**config.mk**
```make
export PLATFORM = sky130hd
export DESIGN_NAME = reorder_buffer_wr_burst_flat
export DESIGN_NICKNAME = d
export VERILOG_FILES = /design/src/rtl/reorder_buffer_wr_burst_if.sv /design/src/rtl/reorder_buffer_wr_burst.sv /design/src/flat_wrapper.sv
export SDC_FILE = /design/constraint.sdc
export NUM_CORES = 1
export LEC_CHECK = 0
export BUFFER_PORTS_ARGS = -buffer_cell sky130_fd_sc_hd__buf_2
export CAP_MARGIN = 0
export CORE_MARGIN = 8
export CORE_UTILIZATION = 60
export CTS_CLUSTER_DIAMETER = 50
export CTS_CLUSTER_SIZE = 12
export DETAILED_ROUTE_END_ITERATION = 8
export GPL_TIMING_DRIVEN = 0
export PLACE_DENSITY = 0.8
export SLEW_MARGIN = 20
export SYNTH_ARGS = -nofsm -noshare
export SYNTH_HDL_FRONTEND = slang
export SYNTH_SLANG_ARGS = --single-unit
```
**constraint.sdc**
```tcl
create_clock -name aclk -period 8.7 [get_ports aclk]
set_input_delay 0.87 -clock aclk [delete_from_list [all_inputs] [get_ports aclk]]
set_output_delay 0.87 -clock aclk [all_outputs]
set_load 0.02 [all_outputs]
```
**src/rtl/reorder_buffer_wr_burst_if.sv**
```systemverilog
// Handshake bundle around the write-response reorder buffer.
// The s_* signals face the AXI write master and the m_* signals face the ECI
// write engine. The "slave" modport is the buffer's view. The "master" modport
// is the view of the environment that surrounds the buffer.
interface reorder_buffer_wr_burst_if #(
  parameter int ADDR_BITS = 40,
  parameter int ID_BITS   = 5
);
  logic [ADDR_BITS-1:0] s_awaddr;
  logic [7:0]           s_awlen;
  logic                 s_awvalid;
  logic                 s_awready;
  logic [1:0]           s_bresp;
  logic                 s_bvalid;
  logic                 s_bready;
  logic [ADDR_BITS-1:0] m_awaddr;
  logic [7:0]           m_awlen;
  logic [ID_BITS-1:0]   m_awid;
  logic                 m_awvalid;
  logic                 m_awready;
  logic [ID_BITS-1:0]   m_bid;
  logic [1:0]           m_bresp;
  logic                 m_bvalid;
  logic                 m_bready;

  modport slave (
    input  s_awaddr, s_awlen, s_awvalid, s_bready,
    input  m_awready, m_bid, m_bresp, m_bvalid,
    output s_awready, s_bresp, s_bvalid,
    output m_awaddr, m_awlen, m_awid, m_awvalid, m_bready
  );

  modport master (
    output s_awaddr, s_awlen, s_awvalid, s_bready,
    output m_awready, m_bid, m_bresp, m_bvalid,
    input  s_awready, s_bresp, s_bvalid,
    input  m_awaddr, m_awlen, m_awid, m_awvalid, m_bready
  );
endinterface

```
**src/rtl/reorder_buffer_wr_burst.sv**
```systemverilog
// Write-response reorder buffer for the ECI write path.
// Each upstream AW burst receives a contiguous ring of thread IDs, starting at
// the head pointer. Per-beat B responses come back in any order and are marked
// against their slots. Bursts retire in order from the tail pointer. Each
// retired burst produces one upstream B that carries the worst response seen
// across its beats.
module reorder_buffer_wr_burst #(
  parameter  int N_THREADS = 32,
  parameter  int MAX_BURST = 4,
  parameter  int ADDR_BITS = 40,
  parameter  int ID_BITS   = 5,
  localparam int OCC_BITS  = $clog2(N_THREADS + 1),
  localparam int LEN_BITS  = (MAX_BURST > 1) ? $clog2(MAX_BURST) : 1
) (
  input  logic                      aclk,
  input  logic                      aresetn,
  reorder_buffer_wr_burst_if.slave  bus,
  output logic [OCC_BITS-1:0]       occupancy,
  output logic                      err_bid,
  output logic                      err_awlen
);

  // Per-slot state, gathered from the slot generate below.
  logic [N_THREADS-1:0] alloc_vec;
  logic [N_THREADS-1:0] done_vec;
  logic [1:0]           resp_vec [N_THREADS];
  logic [LEN_BITS-1:0]  len_vec  [N_THREADS];

  // Ring pointers and the registered upstream B channel.
  logic [ID_BITS-1:0]  head_reg;
  logic [ID_BITS-1:0]  tail_reg;
  logic [OCC_BITS-1:0] occ_reg;
  logic [OCC_BITS-1:0] occ_next;
  logic                bvalid_reg;
  logic [1:0]          bresp_reg;
  logic                err_bid_reg;
  logic                err_awlen_reg;

  // Issue side.
  logic                aw_legal;
  logic [LEN_BITS-1:0] aw_len;
  logic                head_free;
  logic [ID_BITS-1:0]  head_idx;
  logic [OCC_BITS:0]   occ_after;
  logic                occ_fits;
  logic                can_issue;
  logic                aw_fire;
  logic                aw_drop;

  // Retire side.
  logic [LEN_BITS-1:0] tail_len;
  logic [ID_BITS-1:0]  tail_idx;
  logic                tail_done;
  logic [1:0]          merged;
  logic [1:0]          beat_sev;
  logic                retire;
  logic [OCC_BITS-1:0] alloc_cnt;
  logic [OCC_BITS-1:0] free_cnt;

  // Downstream response side.
  logic b_slot_ok;
  logic b_accept;
  logic b_err;

  assign aw_legal = bus.s_awlen < 8'(MAX_BURST);
  assign aw_len   = bus.s_awlen[LEN_BITS-1:0];

  // Check that every slot the request would claim, starting at head, is free.
  always_comb begin
    head_free = 1'b1;
    head_idx  = '0;
    for (int k = 0; k < MAX_BURST; k++) begin
      head_idx = head_reg + ID_BITS'(k);
      if ((LEN_BITS'(k) <= aw_len) && alloc_vec[head_idx]) begin
        head_free = 1'b0;
      end
    end
  end

  // Issue decision. Only registered state feeds it, so a B arriving this
  // cycle can never reach s_awready combinationally.
  always_comb begin
    occ_after = {1'b0, occ_reg} + (OCC_BITS+1)'(aw_len) + (OCC_BITS+1)'(1);
    occ_fits  = occ_after <= (OCC_BITS+1)'(N_THREADS);
    can_issue = head_free & occ_fits;
    aw_fire   = bus.s_awvalid & bus.m_awready & can_issue & aw_legal;
    aw_drop   = bus.s_awvalid & ~aw_legal;
  end

  assign bus.m_awvalid = bus.s_awvalid & can_issue & aw_legal;
  assign bus.s_awready = (bus.m_awready & can_issue & aw_legal) | aw_drop;
  assign bus.m_awaddr  = bus.s_awaddr;
  assign bus.m_awlen   = bus.s_awlen;
  assign bus.m_awid    = head_reg;
  assign bus.m_bready  = 1'b1;

  // Classify the incoming per-beat response: accept it, or flag it as stray.
  always_comb begin
    b_slot_ok = alloc_vec[bus.m_bid] & ~done_vec[bus.m_bid];
    b_accept  = bus.m_bvalid & b_slot_ok;
    b_err     = bus.m_bvalid & ~b_slot_ok;
  end

  // Check completion of the oldest burst and fold its beat responses into
  // one worst-case code. EXOKAY counts as OKAY.
  always_comb begin
    tail_len  = len_vec[tail_reg];
    tail_done = 1'b1;
    merged    = 2'd0;
    tail_idx  = '0;
    beat_sev  = 2'd0;
    for (int k = 0; k < MAX_BURST; k++) begin
      tail_idx = tail_reg + ID_BITS'(k);
      beat_sev = (resp_vec[tail_idx] == 2'd1) ? 2'd0 : resp_vec[tail_idx];
      if (LEN_BITS'(k) <= tail_len) begin
        if (!done_vec[tail_idx]) begin
          tail_done = 1'b0;
        end
        if (beat_sev > merged) begin
          merged = beat_sev;
        end
      end
    end
    retire = (~bvalid_reg | bus.s_bready) & tail_done;
  end

  // Slot counts added and removed this cycle. Both can happen together.
  always_comb begin
    alloc_cnt = aw_fire ? (OCC_BITS'(aw_len) + OCC_BITS'(1)) : '0;
    free_cnt  = retire ? (OCC_BITS'(tail_len) + OCC_BITS'(1)) : '0;
    occ_next  = occ_reg + alloc_cnt - free_cnt;
  end

  genvar gi;
  generate
    for (gi = 0; gi < N_THREADS; gi++) begin : g_slot
      logic [ID_BITS-1:0]  head_off;
      logic [ID_BITS-1:0]  tail_off;
      logic                set_alloc;
      logic                set_free;
      logic                set_done;
      logic                is_first;
      logic                alloc_reg;
      logic                done_reg;
      logic [1:0]          resp_reg;
      logic [LEN_BITS-1:0] len_reg;

      assign head_off  = ID_BITS'(gi) - head_reg;
      assign tail_off  = ID_BITS'(gi) - tail_reg;
      assign set_alloc = aw_fire && (head_off <= ID_BITS'(aw_len));
      assign is_first  = (head_off == '0);
      assign set_free  = retire && (tail_off <= ID_BITS'(tail_len));
      assign set_done  = b_accept && (bus.m_bid == ID_BITS'(gi));

      // Slot lifecycle: a free slot is allocated, marked done, and then freed.
      // A slot that is freed at a clock edge can be allocated again from the
      // next cycle.
      always_ff @(posedge aclk) begin
        if (!aresetn) begin
          alloc_reg <= 1'b0;
          done_reg  <= 1'b0;
          resp_reg  <= 2'd0;
          len_reg   <= '0;
        end else begin
          if (set_free) begin
            alloc_reg <= 1'b0;
          end else if (set_alloc) begin
            alloc_reg <= 1'b1;
          end
          if (set_free) begin
            done_reg <= 1'b0;
          end else if (set_done) begin
            done_reg <= 1'b1;
          end
          if (set_done) begin
            resp_reg <= bus.m_bresp;
          end
          if (set_alloc && is_first) begin
            len_reg <= aw_len;
          end
        end
      end

      assign alloc_vec[gi] = alloc_reg;
      assign done_vec[gi]  = done_reg;
      assign resp_vec[gi]  = resp_reg;
      assign len_vec[gi]   = len_reg;
    end
  endgenerate

  // Advance the ring pointers and the occupancy count.
  always_ff @(posedge aclk) begin
    if (!aresetn) begin
      head_reg <= '0;
      tail_reg <= '0;
      occ_reg  <= '0;
    end else begin
      if (aw_fire) begin
        head_reg <= head_reg + ID_BITS'(aw_len) + ID_BITS'(1);
      end
      if (retire) begin
        tail_reg <= tail_reg + ID_BITS'(tail_len) + ID_BITS'(1);
      end
      occ_reg <= occ_next;
    end
  end

  // Upstream B register. It holds its value until accepted, and reloads in
  // the same cycle as the accept so that one B per cycle is sustained.
  always_ff @(posedge aclk) begin
    if (!aresetn) begin
      bvalid_reg <= 1'b0;
      bresp_reg  <= 2'd0;
    end else if (retire) begin
      bvalid_reg <= 1'b1;
      bresp_reg  <= merged;
    end else if (bus.s_bready) begin
      bvalid_reg <= 1'b0;
    end
  end

  // Sticky error flags for stray responses and oversize bursts.
  always_ff @(posedge aclk) begin
    if (!aresetn) begin
      err_bid_reg   <= 1'b0;
      err_awlen_reg <= 1'b0;
    end else begin
      if (b_err) begin
        err_bid_reg <= 1'b1;
      end
      if (aw_drop) begin
        err_awlen_reg <= 1'b1;
      end
    end
  end

  assign bus.s_bvalid = bvalid_reg;
  assign bus.s_bresp  = bresp_reg;
  assign occupancy    = occ_reg;
  assign err_bid      = err_bid_reg;
  assign err_awlen    = err_awlen_reg;

endmodule

```
**src/flat_wrapper.sv**
```systemverilog
// flat-port wrapper written by rule: the top's interface ports become plain ports
module reorder_buffer_wr_burst_flat 
#(
  parameter  int N_THREADS = 32,
  parameter  int MAX_BURST = 4,
  parameter  int ADDR_BITS = 40,
  parameter  int ID_BITS   = 5,
  localparam int OCC_BITS  = $clog2(N_THREADS + 1),
  localparam int LEN_BITS  = (MAX_BURST > 1) ? $clog2(MAX_BURST) : 1
)
  (aclk, aresetn, occupancy, err_bid, err_awlen, bus_s_awaddr, bus_s_awlen, bus_s_awvalid, bus_s_bready, bus_m_awready, bus_m_bid, bus_m_bresp, bus_m_bvalid, bus_s_awready, bus_s_bresp, bus_s_bvalid, bus_m_awaddr, bus_m_awlen, bus_m_awid, bus_m_awvalid, bus_m_bready);
  reorder_buffer_wr_burst_if #(.ADDR_BITS(ADDR_BITS), .ID_BITS(ID_BITS)) bus_i ();
  input  logic aclk;
  input  logic aresetn;
  output logic [OCC_BITS-1:0] occupancy;
  output logic err_bid;
  output logic err_awlen;
  input wire logic [$bits(bus_i.s_awaddr)-1:0] bus_s_awaddr;
  input wire logic [$bits(bus_i.s_awlen)-1:0] bus_s_awlen;
  input wire logic [$bits(bus_i.s_awvalid)-1:0] bus_s_awvalid;
  input wire logic [$bits(bus_i.s_bready)-1:0] bus_s_bready;
  input wire logic [$bits(bus_i.m_awready)-1:0] bus_m_awready;
  input wire logic [$bits(bus_i.m_bid)-1:0] bus_m_bid;
  input wire logic [$bits(bus_i.m_bresp)-1:0] bus_m_bresp;
  input wire logic [$bits(bus_i.m_bvalid)-1:0] bus_m_bvalid;
  output wire logic [$bits(bus_i.s_awready)-1:0] bus_s_awready;
  output wire logic [$bits(bus_i.s_bresp)-1:0] bus_s_bresp;
  output wire logic [$bits(bus_i.s_bvalid)-1:0] bus_s_bvalid;
  output wire logic [$bits(bus_i.m_awaddr)-1:0] bus_m_awaddr;
  output wire logic [$bits(bus_i.m_awlen)-1:0] bus_m_awlen;
  output wire logic [$bits(bus_i.m_awid)-1:0] bus_m_awid;
  output wire logic [$bits(bus_i.m_awvalid)-1:0] bus_m_awvalid;
  output wire logic [$bits(bus_i.m_bready)-1:0] bus_m_bready;
  assign bus_i.s_awaddr = bus_s_awaddr;
  assign bus_i.s_awlen = bus_s_awlen;
  assign bus_i.s_awvalid = bus_s_awvalid;
  assign bus_i.s_bready = bus_s_bready;
  assign bus_i.m_awready = bus_m_awready;
  assign bus_i.m_bid = bus_m_bid;
  assign bus_i.m_bresp = bus_m_bresp;
  assign bus_i.m_bvalid = bus_m_bvalid;
  assign bus_s_awready = bus_i.s_awready;
  assign bus_s_bresp = bus_i.s_bresp;
  assign bus_s_bvalid = bus_i.s_bvalid;
  assign bus_m_awaddr = bus_i.m_awaddr;
  assign bus_m_awlen = bus_i.m_awlen;
  assign bus_m_awid = bus_i.m_awid;
  assign bus_m_awvalid = bus_i.m_awvalid;
  assign bus_m_bready = bus_i.m_bready;
  reorder_buffer_wr_burst #(.N_THREADS(N_THREADS), .MAX_BURST(MAX_BURST), .ADDR_BITS(ADDR_BITS), .ID_BITS(ID_BITS)) u_core (.aclk(aclk), .aresetn(aresetn), .bus(bus_i), .occupancy(occupancy), .err_bid(err_bid), .err_awlen(err_awlen));
endmodule
```
# == Word-level counts from Yosys, hierarchy flattened ==
# Cells that the tools add are included.
# classes
add_sub_neg,80
order_cmp,91
eq_ne,35
n_mux,63
bitwise,24
n_reduce_logical,198
# ops
operator,n
$le 5x2->1,64
$logic_not 5->1,33
$sub 5x5->5 const A,32
$logic_and 1x1->1,132
$eq 5x5->1 const B,16
$sub 4x5->5 const A,16
$reduce_or 2->1,32
$lt 5x6->1 const B,9
$bmux 1 s5,10
$bmux 2 s5,5
$mux 2,22
$eq 5x4->1 const B,8
$sub 3x5->5 const A,8
$ge 6x6->1 const B,4
$mux 1,24
$not 5->6,4
$add 5x1->5 const B,4
$add 5x2->5 const B,4
$eq 5x3->1 const B,4
$sub 1x5->5 const A,4
$sub 2x5->5 const A,4
$and 1x1->1,13
$mux 6,2
$add 5x2->5,2
17 further kinds,35
# totals
ff_bits,213
in_bits,61
out_inout_bits,67
elab_cells,626

# == Depth between registers and ports, before layout ==
# Gate-level depths: netlist (run 1).
# depth
ltp_word,18
ltp_mapped,31
depth_no_buf,24

# == Worst setup path before layout (run 1) ==
# Ideal clock, no wire load.
# synth_timing
kind,reg-to-reg
startpoint,register u_core.tail_reg[1]
endpoint,register u_core.bresp_reg[0] (netlist: u_core.bus.s_bresp[0])
setup_ps,91
t_arrival_ps,7104
required_time_ps,8609
path_slack_ps,1505
path_stages_with_launch,30
n_path_buf,7
synth_period_minus_slack_ps,7195
cell_sequence,dfxtp_1 -> clkbuf_1 -> clkbuf_1 -> clkbuf_1 -> buf_1 -> inv_1 -> ha_1 -> buf_2 -> clkbuf_1 -> buf_1 -> mux4_2 -> nand2_1 -> nand3_1 -> o211ai_1 -> o32a_1 -> ha_1 -> a211oi_1 -> a21oi_1 -> a21oi_1 -> ha_1 -> inv_1 -> o22ai_1 -> a31oi_1 -> a211oi_1 -> or2_2 -> ha_1 -> inv_1 -> o221ai_1 -> or3_1 -> a311oi_1
# synth_between
elab_chain_len,18
word_cells_on_any_way,63
cone_classes,add/sub (3); order compare (8); eq/ne (4); mux (43); bitwise (5)
# synth_lines
item,line,source
from (decl),reorder_buffer_wr_burst.sv:31,logic [ID_BITS-1:0] tail_reg;
from (signal assigned),reorder_buffer_wr_burst.sv:202,tail_reg <= tail_reg + ID_BITS'(tail_len) + ID_BITS'(1);
$not 5->6 (not written as such),"reorder_buffer_wr_burst.sv:107, reorder_buffer_wr_burst.sv:114",
$bmux 2 s5,reorder_buffer_wr_burst.sv:114,beat_sev = (resp_vec[tail_idx] == 2'd1) ? 2'd0 : resp_vec[tail_idx];
$mux 2 (not written as such) (2 in series),reorder_buffer_wr_burst.sv:114,
$eq 2x1->1,reorder_buffer_wr_burst.sv:114,
$mux 2,reorder_buffer_wr_burst.sv:114,
$gt 2x1->1,reorder_buffer_wr_burst.sv:119,if (beat_sev > merged) begin
$mux 2,reorder_buffer_wr_burst.sv:119,
$mux 2,reorder_buffer_wr_burst.sv:115,if (LEN_BITS'(k) <= tail_len) begin
$gt 2x2->1,reorder_buffer_wr_burst.sv:119,
$mux 2,reorder_buffer_wr_burst.sv:119,
$mux 2,reorder_buffer_wr_burst.sv:115,
$gt 2x2->1,reorder_buffer_wr_burst.sv:119,
$mux 2,reorder_buffer_wr_burst.sv:119,
$mux 2,reorder_buffer_wr_burst.sv:115,
$gt 2x2->1,reorder_buffer_wr_burst.sv:119,
$mux 2,reorder_buffer_wr_burst.sv:119,
$mux 2,reorder_buffer_wr_burst.sv:115,
to (signal assigned),reorder_buffer_wr_burst.sv:216,bresp_reg <= merged;
to (decl),reorder_buffer_wr_burst.sv:35,logic [1:0] bresp_reg;
# Parallel ways exist; a longest one is shown, timed or not. The select of a mux whose other input is x is not followed.
# A chain may end at the register's enable or synchronous reset.

# == Worst setup path in the final report (run 1) ==
# Same ends and word-level chain as after synthesis.

==> results of run 1 <==
## cells in the final DEF, fill, tap and decap left out, types with 50 or more instances in the layout
cell type  synthesis  layout
a21oi_1          109     109
buf_2             21     107
buf_4             51      54
clkbuf_1          81      77
dfxtp_1          213     213
ha_1              87      87
inv_1             66      66
mux2i_1           97      97
mux4_2           162     162
nand2_1          200     200
nand3_1           77      77
nor2_1           106     106
xnor2_1           54      50
## what timing repair did
item	CTS	global route
cloned	0	0
buffers inserted	0	2
resized for setup	7	9
setup endpoints to repair	6	2
## metal layers
| layer | GRT usage | up-vias | share of wire |
|---|---|---|---|
| met3 | 0.128 | 355 | 0.15 |
| met1 | 0.494 | 7759 | 0.36 |
| met5 | 0 | - | 0.00027 |
| met2 | 0.575 | 1438 | 0.42 |
| li1 | - | 6690 | - |
| met4 | 0.244 | 2 | 0.074 |
## stage by stage
stage / worst slack, ns / power [W] / utilization / TNS [ns]
floorplan: 1.51 / 0.00110 / - / 0
global placement: -1.43 / 0.00115 / 0.637 / -3.97
detailed placement: -1.40 / 0.00116 / 0.639 / -3.27
CTS: 0.0171 / 0.00229 / 0.672 / 0
global route: 0.0604 / 0.00234 / 0.674 / 0
finish: 0.353 / 0.00230 / 0.674 / 0
## cells by family after synthesis
logic type      Yosys count
fa+ha+maj                92
flops                   213
buf+inv                 239
simple gates            580
mux                     275
compound gates          299
other cells               1
xor+xnor                 65
## how the worst max path moves through the flow
stage	from	to	slack, ns	cells after the start
2_1_floorplan	u_core.tail_reg[1]$_SDFFE_PN0P_	u_core.bus.s_bresp[0]$_SDFFE_PN0P_	1.51	29
3_3_place_gp	u_core.tail_reg[1]$_SDFFE_PN0P_	u_core.bus.s_bresp[0]$_SDFFE_PN0P_	-1.43	28
3_5_place_dp	u_core.tail_reg[1]$_SDFFE_PN0P_	u_core.bus.s_bresp[0]$_SDFFE_PN0P_	-1.40	28
4_1_cts	u_core.tail_reg[0]$_SDFFE_PN0P_	u_core.bus.s_bresp[0]$_SDFFE_PN0P_	0.02	28
5_1_grt	u_core.tail_reg[1]$_SDFFE_PN0P_	u_core.bus.s_bresp[0]$_SDFFE_PN0P_	0.06	28
6_report	u_core.tail_reg[1]$_SDFFE_PN0P_	u_core.bus.s_bresp[0]$_SDFFE_PN0P_	0.35	27
## power groups by stage
stage / Combinational [W] / Sequential, W / Clock, W
final: 0.000157 / 0.000983 / 0.00116
after detailed placement: 0.000152 / 0.00100 / 0
after CTS: 0.000153 / 0.000983 / 0.00116
after global routing: 0.000166 / 0.000983 / 0.00119
after global placement: 0.000150 / 0.00100 / 0
after floorplan: 0.0000947 / 0.00101 / 0
## critical path: stages, from the launching register on
cell and delay, ns:
dfxtp_1 0.54, clkbuf_2 0.42, buf_4 0.45, buf_2 0.39, inv_1 0.23, ha_1 0.45, buf_2 0.34, clkbuf_2 0.40
buf_2 0.44, mux4_2 0.58, nand2_1 0.09, nand2_1 0.05, o21ai_0 0.42, o32a_1 0.27, ha_1 0.24, a211oi_1 0.36
a21oi_1 0.12, ha_1 0.29, inv_1 0.04, o22ai_1 0.21, a31oi_1 0.08, a211oi_1 0.55, or2_2 0.23, ha_1 0.23
inv_1 0.05, o221ai_1 0.13, or3_1 0.36, a311oi_1 0.25
## area by class of cell
type / count / area, um2
clock inverter: 13 / 154
multi-input combinational: 1312 / 11400
fill: 2217 / 8990
tap: 378 / 473
inverter: 70 / 267
sequential: 213 / 4260
clock buffer: 34 / 754
timing repair buffer: 90 / 474
buffer: 168 / 873
==> results by group, run 1 <==
Logic synthesis
  – Count leader, synth: dfxtp_1
  – Seq cells post-synth: around 210
  – Post-Synth XOR/XNOR Area: 0.0341
  – Main synth FF type: dfxtp_1
  – Area share of the largest cell type after synthesis: 0.255
  – Sequential fraction of the synthesis area: 0.255
  – Post-synthesis mux area share: 0.287
  – Commonest cells in the netlist: dfxtp_1 (213), nand2_1 (200), mux4_2 (162)
  – Average size of a mapped cell: ~9.5 um2
  – Top post-synthesis cells by area: dfxtp_1 (26%), mux4_2 (22%), ha_1 (6.5%)
  – Mapped Nets: between 1,500 and 2,000
  – Post-Synth Adder-Cell Area: 0.0712
  – Area of the mapped netlist: about 0.017 mm2
  – Synth area leader: dfxtp_1
  – YS warnings: 0
  – Post-synth ARST share: 0
  – Synthesized instance count: 1,764
  – Simple-Gate Fraction of Synth Area: 0.168
  – Post-synthesis cell type count: 70
  – Count of flip-flops with a built-in enable after synthesis: 0
  – Compound-gate portion of the synthesized area: 0.117
  – Main combinational cell family by area after synthesis: multiplexers

Setup path
  – Setup CP Type: reg2reg
  – Worst r2r src: u_core.tail_reg[1]$_SDFFE_PN0P_
  – Worst setup SP type: flop
  – Worst path required time: a little over 9 ns
  – Worst reg-to-reg path cell count: 27
  – WP data arrival: approximately 8.8 ns
  – Worst Path Max Fanout: 19
  – Reg2Reg Setup Slack: 0.35 ns
  – RR Endpoint: u_core.bus.s_bresp[0]$_SDFFE_PN0P_
  – Crit path capture type: flop

STA
  – Relative slew slack: 0.0765
  – # setup viols final: 0
  – Tmin final: 8.35 ns
  – Final Max Tran Viols: 0
  – Worst Tran Pin Value: approximately 1.4 ns
  – Max Fclk: 120 MHz
  – Final hold vios: 0
  – RSZ-0062 raised after global routing: no
  – Fin Hold WS: between 0.4 and 0.5 ns
  – Fin crit share: 0.959
  – Worst Clk Skew: between 0.01 and 0.015 ns

Worst hold path
  – Hold/Removal Path Class: reg2reg
  – WHS Path Cells: 2
  – Worst hold start: u_core.g_slot[15].len_reg[0]$_SDFFE_PN0P_
  – Hold EP: u_core.g_slot[15].len_reg[0]$_SDFFE_PN0P_

Clock network
  – CTS Hold Bufs: 0
  – Clk sinks: approximately 210
  – Clock tree from TritonCTS: yes
  – Worst-Skew Late Latency: 0.55 ns
  – Clock slew at reported path FFs: roughly 0.06 ns
  – Max clock buf depth: 3
  – Root Driver: clkbuf_16
  – CTS Buf Count: 28
  – H-Tree Depth: 1

Global routing
  – First-pass GRT wire length: slightly below 100,000 um
  – Vias in the first global route: 15,632
  – Grt total ovfl: 0
  – Pin count of the biggest net entering global routing: 20
  – GRT Overall Usage: 0.392
  – Initial antenna violation count: 1

Detailed routing
  – Starting DRT DRC Count: around 2,700
  – Vias per Instance: 7.13
  – TritonRoute pass-1 iters: 9
  – Via count: around 16,000
  – DRC violations left: 0
  – Drt wl/cell: about 29 um
  – Final wirelength: roughly 67,000 um
  – Antenna viol nets, final: 0

Placement
  – DP Cell Count: 2,229
  – RePlAce Congestion: ~1.1
  – Placed cell area: roughly 0.018 mm2
  – IO Port Bufs: between 80 and 90
  – Final HPWL DP: 51,500 um

Finish
  – # diodes: 0
  – Design area: between 0.015 and 0.02 mm2
  – Final std cells w/o fill: about 2,300
  – Layout cells sized above 1: 0.226
  – Nets: 2,036
  – Syn-to-layout area delta: 11.6%

Floorplan
  – Die area: ~0.033 mm2
  – Initial Util: 0.605
  – Row cnt: slightly above 60
  – Horiz. Die Dim: approximately 180 um
  – Die Y: roughly 180 um
  – IO Pins: 128
  – Core area: about 0.028 mm2

Power and ir drop
  – Comb power frac: 0.068
  – Reported net switching power: roughly 0.0006 W
  – Pint: about 0.0017 W
  – Sw Ratio: 0.254
  – VDD IR-drop max: 0.000163 V
  – Clk pwr share: 0.504
  – Power per cell area: roughly 120 mW/mm2
  – Static leakage: between 6 and 7 nW
  – Sequential power share: 0.428

Outcome
  – Status: complete, no violations

Job
  – Max-Cap Viols: 0
No activity file was read; power rests on OpenSTA's default activity.
==> run 2, diff against run 1 <==
- RECOVER_POWER: not set -> 25
==> run 2 against run 1 <==
Effect of this change:
- cell count stayed put
- largest cell class unchanged
- wire length down 0.28%
- combinational power is 3% lower
- fmax shrank 0.82%
- power hardly changed
- sequential cell count is the same
- die area is the same
- sequential power about the same
==> results by group, run 2 (synthesis gave the netlist of run 1 again) <==
Power and ir drop
  – Design Power: 0.00229 W (was 0.00230 W)
  – Static leakage: 6.66 nW (was 6.87 nW)
  – Power per cell area: 124 mW/mm2 (was 123 mW/mm2)
  – VDD IR-drop max: 0.000163 V (about the same)

Setup path
  – Worst Path Max Fanout: 10 (was 19)
  – Top delay family on crit path: buffers and inverters (unchanged)
  – Crit path capture type: flop (unchanged)
  – Worst path required time: 9.14 ns (was 9.17 ns)
  – WP data arrival: 8.85 ns (was 8.81 ns)
  – Setup CP Type: reg2reg (unchanged)
  – Buf+Inv Stages, Crit Path: 8 (was 9)
  – CP max stage cell: clkdlybuf4s15_2 (was mux4_2)
  – Worst setup SP type: flop (unchanged)
  – Max incr delay on CP: 0.58 ns (about the same)

STA
  – Fin Hold WS: 0.462 ns (was 0.460 ns)
  – Relative slew slack: 0.0567 (was 0.0765)
  – Final Max Tran Viols: 0 (unchanged)
  – # setup viols final: 0 (unchanged)
  – Worst Tran Pin Value: 1.40 ns (was 1.37 ns)
  – Fin crit share: 0.967 (was 0.959)
  – Worst Clk Skew: 0.0198 ns (was 0.0141 ns)
  – RSZ-0062 raised after global routing: no (unchanged)
  – Tmin final: 8.42 ns (was 8.35 ns)
  – Final hold vios: 0 (unchanged)
  – Max Fclk: 119 MHz (was 120 MHz)
  – Setup TNS: 0 ns (unchanged)

Global routing
  – Vias in the first global route: 15,632 (unchanged)
  – Initial antenna violation count: 1 (unchanged)
  – GRT Overall Usage: 0.392 (unchanged)
  – Grt total ovfl: 0 (unchanged)
  – Pin count of the biggest net entering global routing: 20 (unchanged)
  – First-pass GRT wire length: 98,000 um (unchanged)

Clock network
  – H-Tree Depth: 1 (unchanged)
  – Max clock buf depth: 3 (unchanged)
  – Worst-Skew Late Latency: 0.56 ns (was 0.55 ns)
  – CTS Hold Bufs: 0 (unchanged)
  – CTS Buf Count: 28 (unchanged)
  – Clock tree from TritonCTS: yes (unchanged)
  – Clk sinks: 213 (unchanged)
  – Root Driver: clkbuf_16 (unchanged)
  – Clock slew at reported path FFs: 0.06 ns (about the same)

Placement
  – Final HPWL DP: 51,500 um (unchanged)
  – RePlAce Congestion: 1.07 (unchanged)
  – DP Cell Count: 2,229 (unchanged)
  – IO Port Bufs: 85 (unchanged)

Floorplan
  – Horiz. Die Dim: 183 um (unchanged)
  – IO Pins: 128 (unchanged)
  – Initial Util: 0.605 (unchanged)
  – Core area: 0.0276 mm2 (unchanged)
  – Die area: 0.0334 mm2 (unchanged)
  – Die Y: 183 um (unchanged)
  – Row cnt: 61 (unchanged)

Finish
  – Final core occ: 0.671 (was 0.674)
  – Final std cells w/o fill: 2,278 (unchanged)
  – Syn-to-layout area delta: 11.1% (was 11.6%)
  – Most frequent cells in the layout: dfxtp_1 (213), nand2_1 (200), mux4_2 (162), clkbuf_1 (143), a21oi_1 (109) (was dfxtp_1 (213), nand2_1 (200), mux4_2 (162), a21oi_1 (109), buf_2 (107))
  – Layout cells sized above 1: 0.191 (was 0.226)
  – Most common cell after layout, fill and taps aside: dfxtp_1 (unchanged)
  – # diodes: 0 (unchanged)
  – Nets: 2,036 (unchanged)

Detailed routing
  – Final wirelength: 67,000 um (was 67,200 um)
  – TritonRoute pass-1 iters: 6 (was 9)
  – Vias per Instance: 7.02 (was 7.13)
  – Drt wl/cell: 29.4 um (was 29.5 um)
  – DRC violations left: 0 (unchanged)
  – Starting DRT DRC Count: 2,537 (was 2,676)
  – Antenna viol nets, final: 0 (unchanged)
  – Via count: 15,994 (was 16,244)

Outcome
  – Status: complete, no violations (unchanged)

Job
  – Max-Cap Viols: 0 (unchanged)

Worst hold path
  – Hold/Removal Path Class: reg2reg (unchanged)
## run 2: changes by cell type in the layout (fill, tap and decap cells not counted), sizes merged
cell    change
buf        -66
clkbuf     +66
## run 2: power by group
group,total (W),internal (W),switching [W]
Clock,0.00116,0.000680,0.000478
Combinational,0.000153,0.0000483,0.000104
Sequential,0.000983,0.000979,0.00000400
Total,0.00229,0.00171,0.000586
## run 2: area by class of cell
cell class	count	area, um2
buffer	168	873
clock buffer	34	754
clock inverter	13	154
fill	2256	9080
inverter	70	267
multi-input combinational	1312	11400
sequential	213	4260
tap	378	473
timing repair buffer	90	392
## run 2: what timing repair did
action                                  4_1_cts  5_1_grt
endpoints found under the setup margin        6        2
gates resized for setup                       7        9
setup buffers                                 0        2
pin swaps                                     0        0
## run 2: metrics by stage
stage	setup slack [ns]	instance area, um2
after global routing	0.0604	18600
after floorplan	1.51	16700
after detailed placement	-1.40	17700
after global placement	-1.43	17600
after CTS	0.0171	18600
final	0.284	18600
## run 2: path summary, 6_finish.rpt
check / startpoint / end / slack [ns] / cells past startpoint
max: u_core.tail_reg[0]$_SDFFE_PN0P_ / u_core.occupancy[5]$_SDFF_PN0_ / 0.28 / 27
min: u_core.g_slot[4].len_reg[1]$_SDFFE_PN0P_ / u_core.g_slot[4].len_reg[1]$_SDFFE_PN0P_ / 0.46 / 2
max reg2reg: u_core.tail_reg[0]$_SDFFE_PN0P_ / u_core.occupancy[5]$_SDFF_PN0_ / 0.28 / 27
min reg2reg: u_core.g_slot[4].len_reg[1]$_SDFFE_PN0P_ / u_core.g_slot[4].len_reg[1]$_SDFFE_PN0P_ / 0.46 / 2
## run 2: layer usage
metal,vias up,part of all wire,GRT usage
met1,7593,0.36,0.494
met3,315,0.15,0.128
met5,-,0.00025,0
met2,1394,0.42,0.575
met4,2,0.071,0.244
li1,6690,-,-
## run 2: worst register-to-register path, cell delays in order (launching register included)
cell and delay [ns]:
dfxtp_1 0.41, buf_2 0.24, buf_2 0.35, buf_2 0.40, buf_2 0.44, buf_4 0.31
clkdlybuf4s15_2 0.59, mux4_2 0.59, mux4_2 0.51, nand2_1 0.10, nand2_1 0.21, inv_1 0.23
ha_1 0.33, nor3_1 0.10, a311oi_1 0.40, o211ai_1 0.56, nor2_1 0.34, clkbuf_2 0.34
nand2_1 0.15, fa_1 0.50, ha_1 0.31, a21o_1 0.19, a21o_1 0.19, nand2_1 0.08
nand2b_1 0.07, a21oi_1 0.19, xnor2_1 0.14, nor2_1 0.05
==> run 3, diff against run 2 <==
- CORE_UTILIZATION: 60 -> 55
- PLACE_DENSITY: 0.8 -> 0.74
- RECOVER_POWER: 25 -> 100
==> run 3 against run 2 <==
Effect of this change:
- the run now ends with capacitance limit, slew limit left
- cell count is 0.83% higher
- register-to-register slack better by 0.15 ns
- sequential cell count stayed put
- wire length is 0.70% lower
- critical path type unchanged
- largest cell class unchanged
- largest power group unchanged
==> results by group, run 3 (synthesis gave the netlist of run 1 again) <==
Outcome
  – Status: finished, violations left (was complete, no violations)
  – Failing checks: capacitance limit, slew limit

Setup path
  – CP max stage cell: mux4_2 (was clkdlybuf4s15_2)
  – Setup CP Type: reg2reg (unchanged)
  – Crit path capture type: flop (unchanged)
  – Worst path required time: 9.11 ns (was 9.14 ns)
  – RR Endpoint: u_core.occupancy[5]$_SDFF_PN0_ (unchanged)
  – Worst r2r src: u_core.tail_reg[0]$_SDFFE_PN0P_ (unchanged)
  – Buf+Inv Stages, Crit Path: 10 (was 8)
  – Worst setup SP type: flop (unchanged)
  – Critical Path Most Common Cell: buf_2
  – Worst Path Max Fanout: 10 (unchanged)
  – WP data arrival: 8.68 ns (was 8.85 ns)
  – Worst reg-to-reg path cell count: 29 (was 27)
  – Top delay family on crit path: buffers and inverters (unchanged)
  – Reg2Reg Setup Slack: 0.43 ns (was 0.28 ns)
  – Max incr delay on CP: 0.59 ns (was 0.58 ns)

Detailed routing
  – Met2 WL: 28,400 um (was 28,100 um)
  – WL met1: 23,700 um (was 24,000 um)
  – Starting DRT DRC Count: 2,025 (was 2,537)
  – Via count: 15,928 (was 15,994)
  – Final wirelength: 66,500 um (was 67,000 um)
  – TritonRoute pass-1 iters: 6 (unchanged)
  – Max Used Layer: met5 (unchanged)
  – Drt wl/cell: 28.9 um (was 29.4 um)
  – DRC violations left: 0 (unchanged)
  – Vias per Instance: 6.93 (was 7.02)
  – Antenna viol nets, final: 0 (unchanged)
  – Met3 WL: 9350 um (was 10,100 um)

Placement
  – IO Port Bufs: 85 (unchanged)
  – Worst slack at placement: -1.52 ns (was -1.40 ns)
  – DP Cell Count: 2,246 (was 2,229)
  – Final HPWL DP: 51,400 um (was 51,500 um)
  – RePlAce Congestion: 1.06 (was 1.07)
  – Placed cell area: 0.0177 mm2 (about the same)

STA
  – Max Fclk: 121 MHz (was 119 MHz)
  – Final Max Tran Viols: 9 (was 0)
  – Relative slew slack: -0.109 (was 0.0567)
  – # setup viols final: 0 (unchanged)
  – Final hold vios: 0 (unchanged)
  – Fin crit share: 0.951 (was 0.967)
  – RSZ-0062 raised after global routing: no (unchanged)
  – Worst Clk Skew: 0.0162 ns (was 0.0198 ns)
  – Tmin final: 8.27 ns (was 8.42 ns)
  – Worst Tran Pin Value: 1.64 ns (was 1.40 ns)
  – Final setup margin: 0.430 ns (was 0.284 ns)
  – Fin Hold WS: 0.461 ns (was 0.462 ns)

Finish
  – Final std cells w/o fill: 2,297 (was 2,278)
  – Most frequent cells in the layout: dfxtp_1 (213), nand2_1 (200), mux4_2 (162), clkbuf_1 (154), a21oi_1 (109) (was dfxtp_1 (213), nand2_1 (200), mux4_2 (162), clkbuf_1 (143), a21oi_1 (109))
  – Nets: 2,036 (unchanged)
  – Design area: 0.0186 mm2 (about the same)
  – Most common cell after layout, fill and taps aside: dfxtp_1 (unchanged)
  – Layout cells sized above 1: 0.181 (was 0.191)
  – Syn-to-layout area delta: 11.1% (about the same)
  – # diodes: 0 (unchanged)
  – Filler cells: 2,670 (was 2,256)

Clock network
  – Root Driver: clkbuf_16 (unchanged)
  – Worst-Skew Late Latency: 0.58 ns (was 0.56 ns)
  – Max clock buf depth: 3 (unchanged)
  – Clk sinks: 213 (unchanged)
  – CTS Buf Count: 31 (was 28)
  – Clock slew at reported path FFs: 0.05 ns (was 0.06 ns)
  – H-Tree Depth: 1 (unchanged)
  – Clock tree from TritonCTS: yes (unchanged)

Global routing
  – Initial antenna violation count: 0 (was 1)
  – GRT Overall Usage: 0.357 (was 0.392)
  – Pin count of the biggest net entering global routing: 20 (unchanged)
  – Grt total ovfl: 0 (unchanged)
  – First-pass GRT wire length: 96,300 um (was 98,000 um)
  – Vias in the first global route: 15,005 (was 15,632)

Floorplan
  – Horiz. Die Dim: 190 um (was 183 um)
  – Row cnt: 64 (was 61)
  – Initial Util: 0.552 (was 0.605)
  – Die Y: 190 um (was 183 um)
  – IO Pins: 128 (unchanged)
  – Core area: 0.0303 mm2 (was 0.0276 mm2)
  – Die area: 0.0362 mm2 (was 0.0334 mm2)

Power and ir drop
  – VDD IR-drop max: 0.000158 V (was 0.000163 V)
  – Power per cell area: 128 mW/mm2 (was 124 mW/mm2)
  – Static leakage: 6.63 nW (was 6.66 nW)

Worst hold path
  – Hold EP: u_core.g_slot[0].len_reg[1]$_SDFFE_PN0P_ (was u_core.g_slot[4].len_reg[1]$_SDFFE_PN0P_)
  – Worst hold start: u_core.g_slot[0].len_reg[1]$_SDFFE_PN0P_ (was u_core.g_slot[4].len_reg[1]$_SDFFE_PN0P_)
  – Hold/Removal Path Class: reg2reg (unchanged)
  – WHS Path Cells: 2 (unchanged)

Job
  – Max-Cap Viols: 2 (was 0)
## run 3: cell types whose count changed in the layout (fill, tap and decap cells not counted), sizes merged
cell | previous run | this run
clkinvlp | 4 | 3
clkbuf | 181 | 195
inv | 72 | 73
buf | 110 | 96
clkinv | 5 | 6
## run 3: metrics by stage
| step | util | total power [W] | setup TNS, ns |
|---|---|---|---|
| floorplan | - | 0.00110 | 0 |
| global placement | 0.582 | 0.00116 | -6.46 |
| detailed placement | 0.584 | 0.00116 | -5.48 |
| CTS | 0.616 | 0.00237 | 0 |
| global route | 0.613 | 0.00242 | 0 |
| finish | 0.613 | 0.00237 | 0 |
## run 3: report_power, final
| part | internal, W | switching (W) | total, W |
|---|---|---|---|
| combinational | 0.0000479 | 0.000107 | 0.000155 |
| sequential | 0.000979 | 0.00000431 | 0.000984 |
| clock | 0.000731 | 0.000500 | 0.00123 |
| total | 0.00176 | 0.000611 | 0.00237 |
## run 3: per-layer routing
metal | track usage | vias up
li1 | - | 6688
met1 | 0.444 | 7607
met2 | 0.536 | 1332
met3 | 0.111 | 299
met4 | 0.223 | 2
met5 | 0.0110 | -
## run 3: worst max path at each step
stage	start	endpoint	slack, ns	cells past startpoint
global placement	u_core.tail_reg[1]$_SDFFE_PN0P_	u_core.bus.s_bresp[0]$_SDFFE_PN0P_	-1.49	29
floorplan	u_core.tail_reg[1]$_SDFFE_PN0P_	u_core.bus.s_bresp[0]$_SDFFE_PN0P_	1.51	29
finish	u_core.tail_reg[0]$_SDFFE_PN0P_	u_core.occupancy[5]$_SDFF_PN0_	0.43	29
global route	u_core.tail_reg[0]$_SDFFE_PN0P_	u_core.bus.s_bresp[0]$_SDFFE_PN0P_	0.08	28
CTS	u_core.tail_reg[0]$_SDFFE_PN0P_	u_core.bus.s_bresp[0]$_SDFFE_PN0P_	0.03	28
detailed placement	u_core.tail_reg[1]$_SDFFE_PN0P_	u_core.bus.s_bresp[0]$_SDFFE_PN0P_	-1.52	29
## run 3: cell type report
| type | instances | area, um2 | area share |
|---|---|---|---|
| plain buffers | 167 | 856 | 0.0461 |
| clock buffers | 37 | 818 | 0.0441 |
| clock inverters | 14 | 163 | 0.00876 |
| inverters | 70 | 267 | 0.0144 |
| multi-input cells | 1312 | 11300 | 0.611 |
| flip-flops and latches | 213 | 4260 | 0.230 |
| well taps | 396 | 495 | 0.0267 |
| repair buffers | 88 | 368 | 0.0198 |
## run 3: what timing repair did
action	4_1_cts	5_1_grt
gates cloned	0	0
pin swaps	0	1
gates resized for setup	4	11
setup endpoints to repair	7	5
buffers inserted	0	2
hold buffers	0	0
## run 3: tightest hold or removal path, cell delays in order, from the launching register on
cell     delay, ns
dfxtp_1       0.31
nand2_1       0.05
mux2i_1       0.05
